### config.mk
export PLATFORM = sky130hd
export DESIGN_NAME = tank_round_ctrl
export DESIGN_NICKNAME = d
export VERILOG_FILES = /design/src/rtl/tank_round_ctrl.sv
export SDC_FILE = /design/constraint.sdc
export NUM_CORES = 1
export LEC_CHECK = 0
export ABC_CLOCK_PERIOD_IN_PS = 2550
export CAP_MARGIN = 0
export CORE_AREA = 2 2 96 98
export CTS_BUF_LIST = sky130_fd_sc_hd__clkbuf_16
export CTS_CLUSTER_DIAMETER = 80
export DETAILED_ROUTE_END_ITERATION = 10
export DIE_AREA = 0 0 98 100
export GPL_ROUTABILITY_DRIVEN = 0
export GPL_TIMING_DRIVEN = 0
export PLACE_DENSITY = 0.81
export SLEW_MARGIN = 20
export SYNTH_ARGS = -nofsm -noshare
export SYNTH_HDL_FRONTEND = slang
export SYNTH_SLANG_ARGS = --single-unit
### constraint.sdc
create_clock -name Clk -period 2.55 [get_ports Clk]
set_clock_uncertainty 0.05 [all_clocks]
set_input_delay 0.3825 -clock Clk [delete_from_list [all_inputs] [get_ports Clk]]
set_output_delay 0.3825 -clock Clk [all_outputs]
set_load 0.03 [all_outputs]
### src/rtl/tank_round_ctrl.sv
// Round sequencer for the two-player tank game: countdown, per-frame hit detection,
// scoring, hit pause and game-over handling.
module tank_round_ctrl #(
  parameter logic [3:0] WIN_SCORE    = 4'd5,
  parameter logic [7:0] COUNT_FRAMES = 8'd180,
  parameter logic [7:0] HIT_FRAMES   = 8'd60,
  parameter logic [9:0] TANK_W       = 10'd32,
  parameter logic [9:0] TANK_H       = 10'd32,
  parameter logic [9:0] BULLET_W     = 10'd8,
  parameter logic [9:0] BULLET_H     = 10'd8,
  parameter logic [7:0] START_KEY    = 8'h28
) (
  input  logic       Clk,
  input  logic       Reset_n,
  input  logic       frame_clk,
  input  logic [7:0] keycode,
  input  logic [9:0] tank0_X,
  input  logic [9:0] tank0_Y,
  input  logic [9:0] tank1_X,
  input  logic [9:0] tank1_Y,
  input  logic [9:0] bullet0_X,
  input  logic [9:0] bullet0_Y,
  input  logic [9:0] bullet1_X,
  input  logic [9:0] bullet1_Y,
  input  logic       bullet0_active,
  input  logic       bullet1_active,
  output logic [1:0] tank_reset,
  output logic [1:0] bullet_kill,
  output logic       freeze,
  output logic [3:0] score0,
  output logic [3:0] score1,
  output logic [2:0] state,
  output logic [7:0] frames_left,
  output logic       winner
);

  typedef enum logic [2:0] {
    StAttract   = 3'd0,
    StCountdown = 3'd1,
    StPlay      = 3'd2,
    StHit       = 3'd3,
    StGameOver  = 3'd4
  } state_e;

  state_e     state_q, state_d;
  logic [3:0] score0_q, score0_d, score1_q, score1_d;
  logic [7:0] frames_q, frames_d;
  logic       winner_q, winner_d;
  logic [1:0] kill_q, kill_d;
  logic       key_armed_q, key_armed_d;
  logic [1:0] sync_q;
  logic       frame_prev_q;
  logic       fe, start_ok, h0, h1;

  // Inclusive box overlap on 11-bit sums so right/bottom edges never wrap.
  function automatic logic overlap(input logic [9:0] bx, input logic [9:0] by,
                                   input logic [9:0] tx, input logic [9:0] ty);
    logic [10:0] bx_e, by_e, tx_e, ty_e;
    bx_e = {1'b0, bx};
    by_e = {1'b0, by};
    tx_e = {1'b0, tx};
    ty_e = {1'b0, ty};
    return (bx_e + {1'b0, BULLET_W} >= tx_e) && (bx_e <= tx_e + {1'b0, TANK_W}) &&
           (by_e + {1'b0, BULLET_H} >= ty_e) && (by_e <= ty_e + {1'b0, TANK_H});
  endfunction

  assign fe       = sync_q[1] & ~frame_prev_q;
  assign start_ok = key_armed_q && (keycode == START_KEY);
  assign h0       = bullet0_active && overlap(bullet0_X, bullet0_Y, tank1_X, tank1_Y);
  assign h1       = bullet1_active && overlap(bullet1_X, bullet1_Y, tank0_X, tank0_Y);

  always_comb begin
    state_d  = state_q;
    score0_d = score0_q;
    score1_d = score1_q;
    frames_d = frames_q;
    winner_d = winner_q;
    kill_d   = kill_q;
    case (state_q)
      StAttract, StGameOver: begin
        if (start_ok) begin
          score0_d = 4'd0;
          score1_d = 4'd0;
          frames_d = COUNT_FRAMES;
          state_d  = StCountdown;
        end
      end
      StCountdown: begin
        if (fe) begin
          if (frames_q <= 8'd1) begin
            frames_d = 8'd0;
            state_d  = StPlay;
          end else begin
            frames_d = frames_q - 8'd1;
          end
        end
      end
      StPlay: begin
        if (fe && (h0 || h1)) begin
          if (h0 && !h1 && score0_q != WIN_SCORE) score0_d = score0_q + 4'd1;
          if (h1 && !h0 && score1_q != WIN_SCORE) score1_d = score1_q + 4'd1;
          kill_d   = 2'b11;
          frames_d = HIT_FRAMES;
          state_d  = StHit;
        end
      end
      StHit: begin
        if (fe) begin
          if (frames_q <= 8'd1) begin
            kill_d = 2'b00;
            if (score0_q == WIN_SCORE || score1_q == WIN_SCORE) begin
              winner_d = (score1_q == WIN_SCORE);
              frames_d = 8'd0;
              state_d  = StGameOver;
            end else begin
              frames_d = COUNT_FRAMES;
              state_d  = StCountdown;
            end
          end else begin
            frames_d = frames_q - 8'd1;
          end
        end
      end
      default: state_d = StAttract;
    endcase

    // Any state entry disarms the start key until the keyboard reports no key.
    if (state_d != state_q) begin
      key_armed_d = 1'b0;
    end else if (keycode == 8'd0) begin
      key_armed_d = 1'b1;
    end else begin
      key_armed_d = key_armed_q;
    end
  end

  always_ff @(posedge Clk or negedge Reset_n) begin
    if (!Reset_n) begin
      state_q      <= StAttract;
      score0_q     <= 4'd0;
      score1_q     <= 4'd0;
      frames_q     <= 8'd0;
      winner_q     <= 1'b0;
      kill_q       <= 2'b00;
      key_armed_q  <= 1'b0;
      sync_q       <= 2'b00;
      frame_prev_q <= 1'b0;
    end else begin
      state_q      <= state_d;
      score0_q     <= score0_d;
      score1_q     <= score1_d;
      frames_q     <= frames_d;
      winner_q     <= winner_d;
      kill_q       <= kill_d;
      key_armed_q  <= key_armed_d;
      sync_q       <= {sync_q[0], frame_clk};
      frame_prev_q <= sync_q[1];
    end
  end

  assign state       = state_q;
  assign score0      = score0_q;
  assign score1      = score1_q;
  assign frames_left = frames_q;
  assign winner      = winner_q;
  assign bullet_kill = kill_q;
  assign tank_reset  = (state_q == StPlay || state_q == StHit) ? 2'b00 : 2'b11;
  assign freeze      = (state_q != StPlay);

endmodule

; ---- Word-level counts from Yosys, hierarchy flattened
; Index checks and enable logic that the tools add are counted.
[op_classes]
magnitude_cmp = 9
eq_ne = 18
bitwise = 2
reduce_logical = 31
n_addsub = 11
muxes = 30
[ops]
columns = operator, count
row1 = 8-bit two-way mux, 7
row2 = "10-bit by 4-bit adder with 11-bit output, second input constant", 4
row3 = "10-bit by 6-bit adder with 11-bit output, second input constant", 4
row4 = 11-bit by 10-bit >= comparator with 1-bit output, 4
row5 = 10-bit by 11-bit <= comparator with 1-bit output, 4
row6 = 8-bit case mux with 4 select lines, 1
row7 = 3-bit two-way mux, 7
row8 = 4-bit two-way mux, 5
row9 = 4-bit case mux with 2 select lines, 2
row10 = 4-bit AND reduction, 4
row11 = 1-bit logical AND, 14
row12 = "2-bit != test, second input constant", 7
row13 = 3-bit case mux with 4 select lines, 1
row14 = "4-bit by 1-bit adder with 4-bit output, second input constant", 2
row15 = "4-bit by 3-bit equality test with 1-bit output, second input constant", 2
row16 = "8-bit by 6-bit equality test with 1-bit output, second input constant", 1
row17 = "8-bit by 1-bit <= comparator with 1-bit output, second input constant", 1
row18 = 8-bit logical NOT, 1
row19 = 2-bit two-way mux, 4
row20 = "4-bit by 3-bit != test with 1-bit output, second input constant", 2
row21 = "8-bit by 1-bit subtractor with 8-bit output, second input constant", 1
row22 = "3-bit by 2-bit equality test with 1-bit output, second input constant", 2
row23 = 2-bit nonzero test, 3
row24 = 5-bit AND reduction, 1
row25 = other kinds (13), 17
[totals]
regBits = 26
word_cells = 110
in_bits = 93
output_inout_bits = 25

; ---- Depth between registers and ports, before layout
[logic_depth]
depth_word = 12
ltp_mapped = 14
depth_no_buf = 12

; ---- Worst setup path after synthesis
; Ideal clock, no wire load.
[synth_timing]
path_kind = input port to flip-flop
from = in bullet0_X[4]
to = reg score0_q[2] (netlist: score0[2])
stages = 13
t_required_ps = 2376
setup_ps = 124
arrival_time_ps = 2597
n_path_buf = 2
slack_ps = -220
path_cell_list = nand3_1 nor2_1 xor2_1 ha_1 a21o_1 a2111oi_0 a21oi_1 and4b_1 buf_6 and3_4 buf_6 and4b_1 a211o_1
[synth_via]
elab_chain_cells = 10
elab_cells_between_ends = 14
classes_between = add/sub: 1 / order compare: 2 / eq/ne: 2 / reduce/logical: 9
[synth_lines]
columns = element, line_no
row1 = start: declaration, 21  ; input logic [9:0] bullet0_X,
row2 = 10-bit by 4-bit adder with 11-bit output, 63  ; return (bx_e + {1'b0, BULLET_W} >= tx_e) && (bx_e <= tx_e + {1'b0, TANK_W}) &&
row3 = 11-bit by 10-bit >= comparator with 1-bit output, 63
row4 = 1-bit logical AND (*) (2 in a row), 63
row5 = 1-bit logical AND (*), 64  ; (by_e + {1'b0, BULLET_H} >= ty_e) && (by_e <= ty_e + {1'b0, TANK_H});
row6 = 1-bit logical AND (*), 69  ; assign h0 = bullet0_active && overlap(bullet0_X, bullet0_Y, tank1_X, tank1_Y);
row7 = 1-bit logical AND / 1-bit logical OR (equally long branches), "100, 99"
row8 = 1-bit logical AND (on tied branches), "100, 99"
row9 = 2-bit != test (no line), -
row10 = 4-bit AND reduction (no line) (*), -
row11 = end signal: assignment, 150  ; score0_q <= score0_d;
row12 = end: declaration, 46  ; logic [3:0] score0_q, score0_d, score1_q, score1_d;
; Mark *: on every way between the ends. The rest lies on a longest branch, timed or not.
; A chain may end at the register's enable or synchronous reset.

; ---- Worst setup path after layout
[layout_timing]
from = in tank1_X[3]
to = reg frames_q[5] (netlist: frames_left[5])
[layout_via]
elab_chain_cells = 10
elab_cells_between_ends = 11
classes_between = add/sub: 1 / order compare: 2 / eq/ne: 1 / reduce/logical: 7
[layout_lines]
columns = element, line_no
row1 = start: declaration, 19  ; input logic [9:0] tank1_X,
row2 = 10-bit by 6-bit adder with 11-bit output, 63
row3 = 10-bit by 11-bit <= comparator with 1-bit output, 63
row4 = 1-bit logical AND (*) (2 in a row), 63
row5 = 1-bit logical AND (*), 64
row6 = 1-bit logical AND (*), 69
row7 = 1-bit logical OR (*), 99  ; if (fe && (h0 || h1)) begin
row8 = 1-bit logical AND (*), 99
row9 = 2-bit != test (no line) (*), -
row10 = 5-bit AND reduction (no line) (*), -
row11 = end signal: assignment, 152  ; frames_q <= frames_d;
row12 = end: declaration, 47  ; logic [7:0] frames_q, frames_d;
; Marks and branches as above.

==> impl_metrics.tcl <==
set metrics [dict create \
    synth_nets 652 \
    cts_tree "done" \
    final_cells 733 \
    multi_input_area_um2 3740 \
    maxSlewViolCount 0 \
    antenna_found_initial 0 \
    gr-usage-all-layers_pct 22.9 \
    drc_errors 0 \
    synth_area_leader_cell "ha_1" \
    seq_area_um2 626 \
    critPathMaxFanout 7 \
    comb_power_share_pct 57.4 \
    synth-simple-area-share_pct 22.4 \
    total_power_mw 1.91 \
    die_w_um 98 \
    via_per_inst 5.70 \
    path_common_cell "buf_6" \
    place_ws_ns -1.13 \
    first_pass_iters 5 \
    power_switching_uw 749 \
    synth-seq-cells 25 \
    synthDistinctLibCells 59 \
    path_cells "clkdlybuf4s50_1, inv_1, ha_4, nand4b_1, nor3_1, a21oi_1, o221ai_1, and4b_1, buf_6, o31ai_4, buf_6, buf_6, o31ai_2, o21ai_2" \
    pwr-share-seq_pct 23.8 \
    cell_internal_pwr_mw 1.17 \
    rrSetupSlack_ns 0.05 \
    yosysTopAreaCellShare_pct 26.5 \
    diodes 0 \
    start_util_pct 43.6 \
    r2r-end "frames_left[2]$_DFFE_PN0P_" \
    cts_buffers 3 \
    setup_viol_count_final 18 \
    failed_checks "negative setup slack" \
    fillerInstances 631 \
    critPathKind "primary input to flop" \
    p_per_area_nw_per_um2 310 \
    placed_cells 705 \
    synthTopCellsByArea "ha_1 26%, dfrtp_1 16%, inv_1 6.1%, xnor2_1 6.1%, nand3_1 5.7%" \
    core_area_um2 8890 \
    synth_fa_ha_area_share_pct 26.5 \
    hpwl_um 8420 \
    status "finished with violations" \
    clock_sinks 25 \
    die-area_um2 9800 \
    finalCriticalPeriod_ns 2.74 \
    post-route-period-util_pct 108 \
    worstMarginPinSlew_ns 0.575 \
    endpoint_kind "flop" \
    r2r-start "frames_left[4]$_DFFE_PN0P_" \
    synth-xor-area-share_pct 7.68 \
    final_antenna_net_count 0 \
    overflow 0 \
    nets 798 \
    synth_edf_count 0 \
    cap_violations 0 \
    drt_iter0_drc 94 \
    fin_ws_ns -0.193 \
    worst_skew_pair.late_latency_ns 0.26 \
    syn_area_per_cell_um2 8.12 \
    swShare_pct 39.1 \
    die_h_um 100 \
    rsz0062_at_grt "true" \
    cts_htree_levels 1 \
    synth_compound_area_share_pct 19.4 \
    power_frac_clock_pct 18.8 \
    pin_count 118 \
    max-vdd-ir-drop_v 0.000240 \
    synthArstFlopShare_pct 100 \
    cts.hold.buffers_added 0 \
    cts_root_buf "clkbuf_16" \
    max_freq_mhz 365 \
    wire_per_inst_um 16.6 \
    final_hold_viol_count 0 \
    syn-instance-count 477 \
    maxSlewHeadroom_pct 61.7 \
    areaGrowthSynthToFinish_pct 59.3 \
    synth_top_family_by_area "adder cells" \
    grt_max_degree 26 \
    routed_wl_um 12200 \
    path_clk_slew_ns 0.07 \
    synth_flop_cell "dfrtp_1" \
    critical_path_arrival_ns 2.84 \
    layout-drive-gt1-share_pct 34.1 \
    leakagePower_nw 2.76 \
    r2r_cells 7 \
    required_ns 2.65 \
    synth_area_um2 3870 \
    num_rows 35 \
    crit_slowest_cell "clkdlybuf4s50_1" \
    max_stage_delay_ns 0.45 \
    holdCritPathClass "primary input to asynchronous set/reset pin" \
    port_buffers 117 \
    grt_pass1_vias 4260 \
    muxShareOfSynthArea_pct 0 \
    grt_pass1_wl_um 19100 \
    crit_path_start_kind "primary input" \
    vias 4175 \
    yosysWarningCount 0 \
    ys_seq_area_share_pct 16.1 \
    clk_path_buf_depth 2 \
]
## what timing repair did
action                                  4_1_cts  5_1_grt
hold endpoints to repair                      0        0
setup buffers                                16       10
endpoints found under the setup margin       20       22
cloned                                        2        0
gates resized for setup                     291       44
pin swaps                                    84       38
## worst max-delay path: cells and delay by family
family	cells	cell delay (ns)
compound gates	5	0.52
buf+inv	5	0.96
fa+ha+maj	1	0.25
simple gates	3	0.72
## state kept, by name, indices dropped and copies added, names as in the netlist
| signal | flops |
|---|---|
| bullet_kill | 1 |
| score1 | 4 |
| sync_q | 2 |
| state | 3 |
| score0 | 4 |
| key_armed_q | 1 |
| frame_prev_q | 1 |
| frames_left | 8 |
| winner | 1 |
## metal layers
layer  GRT usage, %  vias up  part of all wire (%)
li1               -     2022                     -
met1           25.0     1970                    39
met2           46.6      156                    55
met3           2.37       27                   4.5
met4           5.66        0                   1.9
met5              0        -                     0
## layout by cell type, fill, tap and decap left out, types with 5 or more instances in the layout
master	instances
buf_8	5
nor3_2	6
clkdlybuf4s50_1	60
xnor2_2	7
a211o_1	5
o21ai_0	8
nand3_2	14
xnor2_1	20
a21oi_2	16
buf_2	13
nor3_1	13
buf_4	33
nand4_1	6
buf_6	8
o21ai_2	7
inv_1	46
dfrtp_1	25
ha_4	25
and4b_1	5
a21oi_1	20
a21o_1	16
inv_2	17
ha_1	54
xor2_1	7
nand3_1	26
dlygate4sd2_1	17
nor2_1	18
nand2_1	17
## layout make-up
type | count | area share [%]
sequential | 25 | 10.1
timing repair buffer | 144 | 21.3
clock inverter | 1 | 0.122
buffer | 5 | 0.547
clock buffer | 3 | 1.22
inverter | 63 | 3.83
tap | 111 | 2.25
multi-input combinational | 381 | 60.6
## per-stage QoR
step | setup TNS [ns] | instance area, um^2 | hold WS (ns) | utilization [%]
CTS | -1.51 | 5930 | 0.0831 | 66.7
finish | -2.51 | 6170 | 0.0620 | 69.4
global route | -4.43 | 6170 | 0.113 | 69.4
detailed placement | -20.06 | 5220 | 0.292 | 58.7
global placement | -18.33 | 5230 | 0.281 | 58.8
floorplan | -0.705 | 3920 | 0.0369 | -
## cells by family (layout without fill, tap and decap cells)
family                   count (synthesis)  after routing
adder cells (fa/ha/maj)                 82             82
flip-flops                              25             25
AND/OR/NAND/NOR                        155            155
AO/OA/AOI/OAI                          109            110
buffers and inverters                   72            216
XOR/XNOR                                34             34
## synthesized netlist by cell type, types with 2 or more instances
cell,count
dfrtp_1,25
nand2b_1,4
or4_1,2
inv_1,63
nand2_1,19
nand4_1,6
or2_2,2
nor4_1,2
ha_1,82
nor2_1,23
a211o_1,5
o21ai_2,4
xor2_1,7
or3_1,2
a211oi_1,4
nor2b_1,4
o21ai_0,13
o2111ai_1,3
and4b_1,5
o221ai_1,4
nand3b_1,4
o21a_1,2
xnor2_1,27
buf_6,4
o2bb2ai_1,2
o31ai_1,4
a21o_1,16
nand4b_1,4
nand3_1,44
a21oi_1,37
clkbuf_1,3
nor3_1,19
and3_1,5
buf_4,2
## worst max path at each step
stage | slack (ns) | start | end | cells past startpoint
after global placement | -1.04 | tank0_X[5] | score0[3]$_DFFE_PN0P_ | 13
after CTS | -0.13 | bullet0_X[3] | score1[3]$_DFFE_PN0P_ | 13
after floorplan | -0.11 | bullet0_Y[7] | score0[2]$_DFFE_PN0P_ | 14
after global routing | -0.29 | bullet0_Y[5] | frames_left[0]$_DFFE_PN0P_ | 15
final | -0.19 | tank1_X[3] | frames_left[5]$_DFFE_PN0P_ | 14
after detailed placement | -1.13 | bullet0_Y[5] | frames_left[1]$_DFFE_PN0P_ | 15
## power by group through the flow
stage                     clock network, mW  registers, mW  logic (mW)
after floorplan                           0          0.494       0.470
after global placement                    0          0.458       0.816
after detailed placement                  0          0.460       0.853
after CTS                             0.365          0.452       0.999
after global routing                  0.383          0.459        1.19
final                                 0.360          0.455        1.10
(Power assumes the default switching activity.)
